===== config.mk =====
export PLATFORM = sky130hd
export DESIGN_NAME = mlp_mac_unit
export DESIGN_NICKNAME = d
export VERILOG_FILES = /design/src/rtl/mlp_mac_unit.sv
export SDC_FILE = /design/constraint.sdc
export NUM_CORES = 1
export LEC_CHECK = 0
export ABC_AREA = 1
export BUFFER_PORTS_ARGS = -buffer_cell sky130_fd_sc_hd__buf_2
export CAP_MARGIN = 30
export CORE_ASPECT_RATIO = 0.5
export CORE_MARGIN = 5
export CORE_UTILIZATION = 30
export CTS_CLUSTER_DIAMETER = 50
export CTS_CLUSTER_SIZE = 40
export DETAILED_ROUTE_END_ITERATION = 8
export PLACE_DENSITY = 0.45
export SYNTH_ARGS = -nofsm -noshare
export SYNTH_HDL_FRONTEND = slang
export SYNTH_SLANG_ARGS = --single-unit

===== constraint.sdc =====
create_clock -name clk_i -period 2.3 [get_ports clk_i]
set_input_delay 0.46 -clock clk_i [delete_from_list [all_inputs] [get_ports clk_i]]
set_output_delay 0.46 -clock clk_i [all_outputs]
set_load 0.05 [all_outputs]

===== src/rtl/mlp_mac_unit.sv =====
// ============================================================================
//  Module   : mlp_mac_unit
//  Function : signed MAC over a group of terms, then round/shift/ReLU/int8
//             saturation of the group sum for X-buffer write-back.
//  Revision : 1.0 - initial release
// ============================================================================
`default_nettype none

module mlp_mac_unit #(
  parameter int DataWidth = 8,
  parameter int AccWidth  = 24,
  parameter int Terms     = 16,
  parameter int Shift     = 7
) (
  input  logic                        clk_i,
  input  logic                        rst_i,
  input  logic                        mac_valid_i,
  input  logic                        mac_last_i,
  input  logic                        relu_en_i,
  input  logic signed [DataWidth-1:0] w_rdata_i,
  input  logic signed [DataWidth-1:0] x_rdata_i,
  output logic                        out_valid_o,
  output logic signed [DataWidth-1:0] out_data_o,
  output logic                        busy_o,
  output logic                        err_o
);

  localparam int                  c_cnt_w    = (Terms > 1) ? $clog2(Terms) : 1;
  localparam int                  c_prod_w   = 2 * DataWidth;
  localparam logic [c_cnt_w-1:0]  c_last_cnt = c_cnt_w'(Terms - 1);
  localparam logic signed [AccWidth:0] c_max =
    {{(AccWidth + 2 - DataWidth){1'b0}}, {(DataWidth - 1){1'b1}}};
  localparam logic signed [AccWidth:0] c_min =
    {{(AccWidth + 2 - DataWidth){1'b1}}, {(DataWidth - 1){1'b0}}};

  logic                        r_s0_valid, r_s0_last, r_s0_relu;
  logic                        r_s1_valid, r_s1_last, r_s1_relu;
  logic signed [c_prod_w-1:0]  r_s1_prod;
  logic                        r_s2_valid, r_s2_relu;
  logic signed [AccWidth-1:0]  r_acc;
  logic [c_cnt_w-1:0]          r_cnt;
  logic                        r_err;
  logic                        r_out_valid;
  logic signed [DataWidth-1:0] r_out_data;

  logic signed [AccWidth:0]    w_round;
  logic signed [AccWidth:0]    w_sum;
  logic signed [AccWidth:0]    w_shr;
  logic signed [DataWidth-1:0] w_q;

  generate
    if (Shift > 0) begin : g_round
      assign w_round = (AccWidth + 1)'(1) << (Shift - 1);
    end else begin : g_no_round
      assign w_round = '0;
    end
  endgenerate

  // One guard bit above the accumulator keeps the rounding add from wrapping.
  assign w_sum = {r_acc[AccWidth-1], r_acc} + w_round;
  assign w_shr = w_sum >>> Shift;

  always_comb begin
    w_q = w_shr[DataWidth-1:0];
    if (r_s2_relu && w_shr[AccWidth]) begin
      w_q = '0;
    end else if (w_shr > c_max) begin
      w_q = {1'b0, {(DataWidth - 1){1'b1}}};
    end else if (w_shr < c_min) begin
      w_q = {1'b1, {(DataWidth - 1){1'b0}}};
    end
  end

  always_ff @(posedge clk_i or posedge rst_i) begin
    if (rst_i) begin
      r_s0_valid  <= 1'b0;
      r_s0_last   <= 1'b0;
      r_s0_relu   <= 1'b0;
      r_s1_valid  <= 1'b0;
      r_s1_last   <= 1'b0;
      r_s1_relu   <= 1'b0;
      r_s1_prod   <= '0;
      r_s2_valid  <= 1'b0;
      r_s2_relu   <= 1'b0;
      r_acc       <= '0;
      r_cnt       <= '0;
      r_err       <= 1'b0;
      r_out_valid <= 1'b0;
      r_out_data  <= '0;
    end else begin
      // S0: flags wait one cycle for the memory read data
      r_s0_valid <= mac_valid_i;
      r_s0_last  <= mac_valid_i & mac_last_i;
      r_s0_relu  <= mac_valid_i & mac_last_i & relu_en_i;

      // S1: full-precision product
      r_s1_valid <= r_s0_valid;
      r_s1_last  <= r_s0_last;
      r_s1_relu  <= r_s0_relu;
      r_s1_prod  <= c_prod_w'(w_rdata_i) * c_prod_w'(x_rdata_i);

      // S2: accumulate; a zero count starts a fresh sum
      r_s2_valid <= r_s1_valid & r_s1_last;
      r_s2_relu  <= r_s1_relu;
      if (r_s1_valid) begin
        if (r_cnt == '0) begin
          r_acc <= AccWidth'(r_s1_prod);
        end else begin
          r_acc <= r_acc + AccWidth'(r_s1_prod);
        end
        if (r_s1_last) begin
          r_cnt <= '0;
          if (r_cnt != c_last_cnt) begin
            r_err <= 1'b1;
          end
        end else if (r_cnt == c_last_cnt) begin
          r_cnt <= '0;
          r_err <= 1'b1;
        end else begin
          r_cnt <= r_cnt + c_cnt_w'(1);
        end
      end

      // S3: requantised result
      r_out_valid <= r_s2_valid;
      if (r_s2_valid) begin
        r_out_data <= w_q;
      end
    end
  end

  assign out_valid_o = r_out_valid;
  assign out_data_o  = r_out_data;
  assign err_o       = r_err;
  assign busy_o      = r_s0_valid | r_s1_valid | r_s2_valid | r_out_valid |
                       (r_cnt != '0);

endmodule

`default_nettype wire

==> reports/results.txt, run 1 <==
Status - finished with violations
Failing checks - setup timing
Pwr dens - 1480 nW/um^2
Gr usage total - 0.141
Post-synth ARST share - 1.00
HPWL Detailed - 14.2 mm
DIE WIDTH - 223 um
Max Clock Skew - 3.00 ps
Startpoint Class - input pin
CP Max Fanout - 5
Max Transition Viols Final - 0
Std cell rows - 38
Initial antenna violation count - 0
Routed Antenna Nets - 0
Die height - 116 um
WL per Instance - 13.2 um
First-pass GRT wire length - 29.8 mm
CP required - 2520 ps
CP endpoint kind - flip-flop
HP Class - in -> async
WP buf/inv - 8
Crit path arrival time - 3750 ps
Seq/Total Area, Yosys - 0.228
Lkg Pwr - 4.50 nW
Logic pwr share - 0.740
Clock Root Buffer - clkbuf_16
Fill count - 2,296
Worst slew margin - 0.755
Clock sinks - 62
Slowest cell on crit path - fa_1
Die area - 25,900 sq um
Grt total ovfl - 0
Net Switching - 6.48 mW
H-tree levels - 3
Family with the most delay on the worst path - adder cells
Worst reg2reg startpoint - r_s1_prod[0]
Yosys warns - 0
Setup TNS - -11,940 ps
Port bufs - 31
Residual DRC - 0
Part of the power in the clock network - 0.103
Register bit total from synthesis - 62
Switching share of power - 0.499
I/O pin count - 32
Core ar. - 22,000 sq um
Final net count - 1,151
CP Cell Sequence - buf_8 -> buf_6 -> fa_1 -> inv_1 -> fa_1 -> inv_2 -> fa_1 -> inv_1 -> fa_1 -> inv_2 -> ha_4 -> nand2_4 -> nand2_4 -> a31oi_4 -> buf_4 -> buf_6 -> xnor2_2
CP Launch Point - x_rdata_i[7]
Finished layout cell area - 8740 sq um
Post-layout min period - 3530 ps
Largest stage delay on the critical path - 520 ps
Hold_ws - 17.3 ps
Dominant synthesized flop cell - dfrtp_1
Area delta synth->final - 28.8%
# diodes - 0
Post-synth cell types - 36
Initial Util - 0.309
Most used cell along the critical path - fa_1
Clk buf depth - 2
Post-synth EDFFs - 0
FMAX - 284 MHz
Final Setup Violations - 12
Post-Syn Area - 6790 sq um
Total Power - 13.0 mW
Worst-path clk slew - 50 ps
Largest net degree at the start of global routing - 35
Fin crit share - 1.53
Internal Dissipation - 6.50 mW
RSZ-0062 raised after global routing - true
Register Area - 1560 sq um
Via density - 4.50
Sequential power share - 0.157
Worst-Skew Late Latency - 330 ps
Placed cell area - 7860 sq um
Setup ws final - -1230 ps
Average size of a mapped cell - 7.25 sq um
Final GP Congestion - 0.888
Synthesized netlist cell count - 936
Kind of critical path - in -> reg
Vias - 5,951
Hold Vio Cnt, Final - 0
Initial DRC count - 290
DR pass1 iterations - 4
Hold buffers post-CTS - 0
Vias in the first global route - 6,056
CTS tree - built
Mapped Nets - 1,068
Worst Tran Pin Value - 364 ps
Proportion of layout cells with a drive suffix above 1 - 0.238
Inserted Clock Buffers - 9
Multi-input gate area - 4910 sq um
Maxcap violations - 0
VDD IR max - 0.639 mV
Dpl ws - -1730 ps
Routed WL - 17.5 mm
-- power groups by stage --
| stage | logic (mW) | clock network (mW) | registers, mW |
|---|---|---|---|
| CTS | 9.39 | 1.38 | 2.02 |
| detailed placement | 8.67 | 0 | 2.04 |
| global route | 10.8 | 1.43 | 2.10 |
| global placement | 8.65 | 0 | 2.03 |
| finish | 9.61 | 1.33 | 2.04 |
| floorplan | 6.18 | 0 | 2.14 |
-- state kept, by name (all words and copies together), names as in the netlist --
signal	count
r_s1_valid	1
r_s1_prod	16
r_s0_last	1
r_s2_relu	1
out_data_o	8
r_cnt	4
r_s2_valid	1
r_acc	24
err_o	1
r_s1_last	1
r_s1_relu	1
out_valid_o	1
r_s0_relu	1
r_s0_valid	1
-- metrics by stage --
step / instances / utilization
4_1_cts: 1319 / 0.388
3_3_place_gp: 1299 / 0.358
3_5_place_dp: 1299 / 0.358
2_1_floorplan: 936 / -
6_report: 1323 / 0.398
5_1_grt: 1323 / 0.398
-- worst reg2reg max path: cells and delay by family, from the launching register on --
family / cells / cell delay, ps
compound gates: 1 / 150
fa+ha+maj: 2 / 570
buf+inv: 2 / 130
flops: 1 / 380
simple gates: 9 / 780
-- layout make-up --
type / instances / share of cell area
multi-input combinational: 651 / 0.562
sequential: 62 / 0.178
timing repair buffer: 95 / 0.0976
inverter: 200 / 0.0869
tap: 300 / 0.0429
clock buffer: 11 / 0.0278
clock inverter: 4 / 0.00544
-- kinds of logic (layout without fill, tap and decap cells) --
logic type / count (synthesis) / after routing / share of synthesized area
adder cells (fa/ha/maj): 111 / 111 / 0.266
XOR/XNOR: 34 / 34 / 0.0439
buffers and inverters: 223 / 310 / 0.123
flip-flops: 62 / 62 / 0.228
AO/OA/AOI/OAI: 110 / 110 / 0.0907
AND/OR/NAND/NOR: 396 / 396 / 0.247
-- path summary, 6_finish.rpt --
check	end	cells after the start	slack, ps
worst min register to register	r_s2_relu	0	350
min in group clk_i	r_s0_valid	1	250
worst max-delay path	r_s1_prod[8]	17	-1230
max in group asynchronous	r_acc[7]	3	1740
worst max register to register	r_acc[18]	14	200
worst min-delay path	r_s1_prod[15]	2	20
-- cells in the mapped netlist, types with 3 or more instances --
master,n,area [sq um]
nor3_1,5,25.0
o21ai_0,36,180
ha_1,55,688
or2_2,4,25.0
nand4_1,16,100
o211ai_1,3,22.5
nor2_2,3,18.8
a21oi_1,46,230
inv_1,195,732
nand3b_1,3,22.5
nand2_2,6,37.5
dfrtp_1,62,1550
fa_1,56,1120
nor2_1,65,244
xor2_1,19,166
nand3_1,49,245
clkbuf_1,23,86.3
xnor2_1,15,131
o21bai_1,7,52.6
a22oi_1,5,37.5
nand2_1,238,893
-- layer usage --
| metal | GRT usage | vias to the layer above | routed length [um] |
|---|---|---|---|
| met5 | 0 | - | 0 |
| met4 | 0.0298 | 0 | 141 |
| met3 | 0.0249 | 10 | 510 |
| met2 | 0.247 | 68 | 8180 |
| met1 | 0.186 | 2815 | 8660 |
| li1 | - | 3058 | - |
-- cells in the final DEF (no fill, tap or decap), types with 9 or more instances in the layout --
cell and n:
nand2_1 215, inv_1 162, nor2_1 60, dfrtp_1 59, fa_1 50, buf_4 47
nand3_1 44, ha_1 37, a21oi_1 36, o21ai_0 32, inv_2 32, buf_6 24
nand2_2 21, xor2_1 19, nand4_1 16, ha_4 16, buf_2 15, xnor2_1 14
nand2_4 9, clkbuf_16 9
-- what timing repair did --
action                     4_1_cts  5_1_grt
gates resized for setup         91       60
pin swaps                       45       33
setup endpoints to repair       13       29
setup buffers                    5        4
(Power assumes the default switching activity.)
==> run 2: changes to the inputs <==
- ABC_AREA: 1 -> not set
==> reports/results.txt, run 2 <==
Hold buffers post-CTS - 0 (unchanged)
Slowest cell on crit path - fa_1 (unchanged)
CTS tree - built (unchanged)
Grt met1 use - 0.190 (was 0.186)
Die height - 112 um (was 116 um)
Clk buf depth - 2 (unchanged)
Area delta synth->final - 38.6% (was 28.8%)
Post-Layout Cell Count - 1,122 (was 1,323)
Hold Vio Cnt, Final - 0 (unchanged)
Maxcap violations - 0 (unchanged)
Commonest non-fill, non-tap cell in the layout - buf_4 (was nand2_1)
Worst-Skew Late Latency - 330 ps (about the same)
Seq/Total Area, Yosys - 0.248 (was 0.228)
Lkg Pwr - 3.97 nW (was 4.50 nW)
# diodes - 0 (unchanged)
Gr busiest metal - met2 (unchanged)
Xor/xnor share of the synthesized area - 0.0505 (was 0.0439)
First-pass GRT wire length - 26.4 mm (was 29.8 mm)
Initial DRC count - 195 (was 290)
Fill count - 2,047 (was 2,296)
RSZ-0062 raised after global routing - true (unchanged)
WP buf/inv - 4 (was 8)
Post-synth top area share - 0.248 (was 0.228)
Setup TNS - -15,490 ps (was -11,940 ps)
Top post-synthesis cells by count - inv_1 (106), dfrtp_1 (62), fa_1 (56) (was nand2_1 (238), inv_1 (195), nor2_1 (65))
Largest stage delay on the critical path - 570 ps (was 520 ps)
CP Max Fanout - 4 (was 5)
Dpl cells - 1,089 (was 1,299)
VDD IR max - 0.632 mV (was 0.639 mV)
Worst-path clk slew - 60 ps (was 50 ps)
Initial Util - 0.305 (was 0.309)
Fin crit share - 1.79 (was 1.53)
Compound-gate portion of the synthesized area - 0.156 (was 0.0907)
Initial antenna violation count - 0 (unchanged)
Pwr dens - 1560 nW/um^2 (was 1480 nW/um^2)
Mapped Nets - 827 (was 1,068)
Most used cell along the critical path - fa_1 (unchanged)
Gr usage total - 0.133 (was 0.141)
Max Clock Skew - 9.40 ps (was 3.00 ps)
Yosys warns - 0 (unchanged)
Family with the most delay on the worst path - adder cells (unchanged)
Startpoint Class - input pin (unchanged)
Post-synth ARST share - 1.00 (unchanged)
Largest net degree at the start of global routing - 57 (was 35)
Routed WL - 15.5 mm (was 17.5 mm)
DR pass1 iterations - 4 (unchanged)
Proportion of layout cells with a drive suffix above 1 - 0.362 (was 0.238)
Via density - 4.55 (was 4.50)
Setup ws final - -1810 ps (was -1230 ps)
Residual DRC - 0 (unchanged)
Clock sinks - 62 (unchanged)
Failing checks - setup timing (unchanged)
Vias in the first global route - 5,298 (was 6,056)
I/O pin count - 32 (unchanged)
CP Cell Sequence - buf_2 -> nor2b_2 -> fa_1 -> fa_1 -> fa_1 -> inv_1 -> fa_1 -> inv_1 -> ha_4 -> a21boi_2 -> o21ai_2 -> a21boi_2 -> o21ai_2 -> a21boi_2 -> buf_4 -> a311o_1 (was buf_8 -> buf_6 -> fa_1 -> inv_1 -> fa_1 -> inv_2 -> fa_1 -> inv_1 -> fa_1 -> inv_2 -> ha_4 -> nand2_4 -> nand2_4 -> a31oi_4 -> buf_4 -> buf_6 -> xnor2_2)
Hold_ws - 128 ps (was 17.3 ps)
WL per Instance - 13.8 um (was 13.2 um)
Dominant synthesized flop cell - dfrtp_1 (unchanged)
CP endpoint kind - flip-flop (unchanged)
Top-count cell post-synth - inv_1 (was nand2_1)
FMAX - 243 MHz (was 284 MHz)
Port bufs - 31 (unchanged)
Std cell rows - 37 (was 38)
H-tree levels - 3 (unchanged)
Dominant cell type by area after synthesis - dfrtp_1 (unchanged)
Final Setup Violations - 23 (was 12)
Multiplexer share of the synthesized area - 0.0106 (was 0)
Post-Synth Simple-Gate Area - 0.170 (was 0.247)
R2R depth - 10 (was 14)
Post-layout min period - 4110 ps (was 3530 ps)
Commonest non-fill, non-tap cells in the layout - buf_4 (104), inv_1 (86), dfrtp_1 (60), fa_1 (50), nand2_1 (47) (was nand2_1 (215), inv_1 (162), nor2_1 (60), dfrtp_1 (59), fa_1 (50))
Worst Tran Pin Value - 593 ps (was 364 ps)
Worst slew margin - 0.605 (was 0.755)
Biggest register - r_acc (unchanged)
Die area - 24,000 sq um (was 25,900 sq um)
Routed Antenna Nets - 0 (unchanged)
M2 GR Usage - 0.216 (was 0.247)
Vias - 5,103 (was 5,951)
Status - finished with violations (unchanged)
Post-Synth Adder-Cell Area - 0.290 (was 0.266)
HPWL Detailed - 12.4 mm (was 14.2 mm)
Grt total ovfl - 0 (unchanged)
Kind of critical path - in -> reg (unchanged)
FF-to-FF setup slack - -290 ps (was 200 ps)
CP required - 2500 ps (was 2520 ps)
Worst flop-to-flop path endpoint - r_acc[23] (was r_acc[18])
Worst reg2reg startpoint - r_s1_prod[8] (was r_s1_prod[0])
Post-synth cell types - 59 (was 36)
Crit path arrival time - 4310 ps (was 3750 ps)
Clock Root Buffer - clkbuf_16 (unchanged)
Final net count - 977 (was 1,151)
Post-synth EDFFs - 0 (unchanged)
Inserted Clock Buffers - 9 (unchanged)
Max Transition Viols Final - 0 (unchanged)
Synthesized netlist cell count - 695 (was 936)
Largest family of logic cells by synthesized area - adder cells (unchanged)
Top cells by area, synth - dfrtp_1 (25%), fa_1 (18%), ha_1 (11%), inv_1 (6.4%), and2_1 (4.8%) (was dfrtp_1 (23%), fa_1 (17%), nand2_1 (13%), inv_1 (11%), ha_1 (10%))
Average size of a mapped cell - 8.99 sq um (was 7.25 sq um)
Final GP Congestion - 0.796 (was 0.888)
HP Class - in -> async (unchanged)
Post-Syn Area - 6250 sq um (was 6790 sq um)
Largest register FFs - 24 (unchanged)
Register bit total from synthesis - 62 (unchanged)
Global-route met3 utilization - 0.0197 (was 0.0249)
Core ar. - 20,500 sq um (was 22,000 sq um)
DIE WIDTH - 214 um (was 223 um)
## run 2: changes by cell type in the layout (fill, tap and decap cells not counted), moves of 10 or more
cell	change
nor2_1	-17
nand2_2	-17
nand2_1	-168
a31oi_1	+13
inv_1	-76
nand4_1	-10
and2_1	+31
inv_2	-12
xor2_1	-11
nand3_1	-32
o21ai_0	-14
and2_4	+15
buf_4	+57
## run 2: logic make-up (layout without fill, tap and decap cells)
group	Yosys count	after routing
AO/OA/AOI/OAI	148	148
XOR/XNOR	36	36
adder cells (fa/ha/maj)	111	111
buffers and inverters	120	274
flip-flops	62	62
multiplexers	6	6
AND/OR/NAND/NOR	212	212
## run 2: report_power, final
group	switching [mW]	total (mW)	leakage [nW]	internal, mW
clock network	0.480	1.48	0.161	0.997
logic	5.05	10.0	3.07	4.97
registers	0.403	1.97	0.733	1.57
## run 2: worst register-to-register path, stage by stage (launching register included)
cell	delay (ps)
dfrtp_1	420
ha_4	290
a211oi_2	170
nor2_1	70
a211oi_2	270
o311ai_4	180
a41o_2	280
a2111oi_4	440
or4_1	170
o211ai_1	70
a31oi_1	160
## run 2: timing repair
action	CTS	global route
pin swaps	37	45
endpoints found under the setup margin	31	34
setup buffers	11	9
gates resized for setup	77	62
## run 2: through the flow
step	worst slack (ps)	cell area [sq um]	utilization	total power [mW]
5_1_grt	-1920	8660	0.422	14.8
2_1_floorplan	-1920	6480	-	7.88
3_5_place_dp	-2270	7690	0.375	10.6
6_report	-1810	8660	0.422	13.5
3_3_place_gp	-2250	7690	0.375	10.5
4_1_cts	-1780	8340	0.407	12.7
## run 2: worst max-delay path by stage
stage	start	end	slack, ps	depth (start not counted)
global route	x_rdata_i[2]	r_s1_prod[14]	-1920	19
global placement	w_rdata_i[5]	r_s1_prod[14]	-2250	19
detailed placement	w_rdata_i[5]	r_s1_prod[14]	-2270	19
finish	x_rdata_i[7]	r_s1_prod[14]	-1810	16
CTS	x_rdata_i[2]	r_s1_prod[14]	-1780	19
floorplan	w_rdata_i[5]	r_s1_prod[14]	-1920	18
## run 2: per-layer routing
layer  routed length, um  vias to the layer above  share of wire
met5                   0                        -              0
met4                 125                        0         0.0081
met3                 414                       10          0.027
met2                6930                       65           0.45
met1                8030                     2405           0.52
li1                    -                     2623              -
## run 2: cell type report
type                       count  area (sq um)  share of cell area
multi-input combinational    513          4830               0.558
sequential                    62          1550               0.179
timing repair buffer         153          1210               0.140
inverter                     106           398              0.0459
tap                          273           342              0.0394
clock buffer                  11           253              0.0292
clock inverter                 4          70.1             0.00809
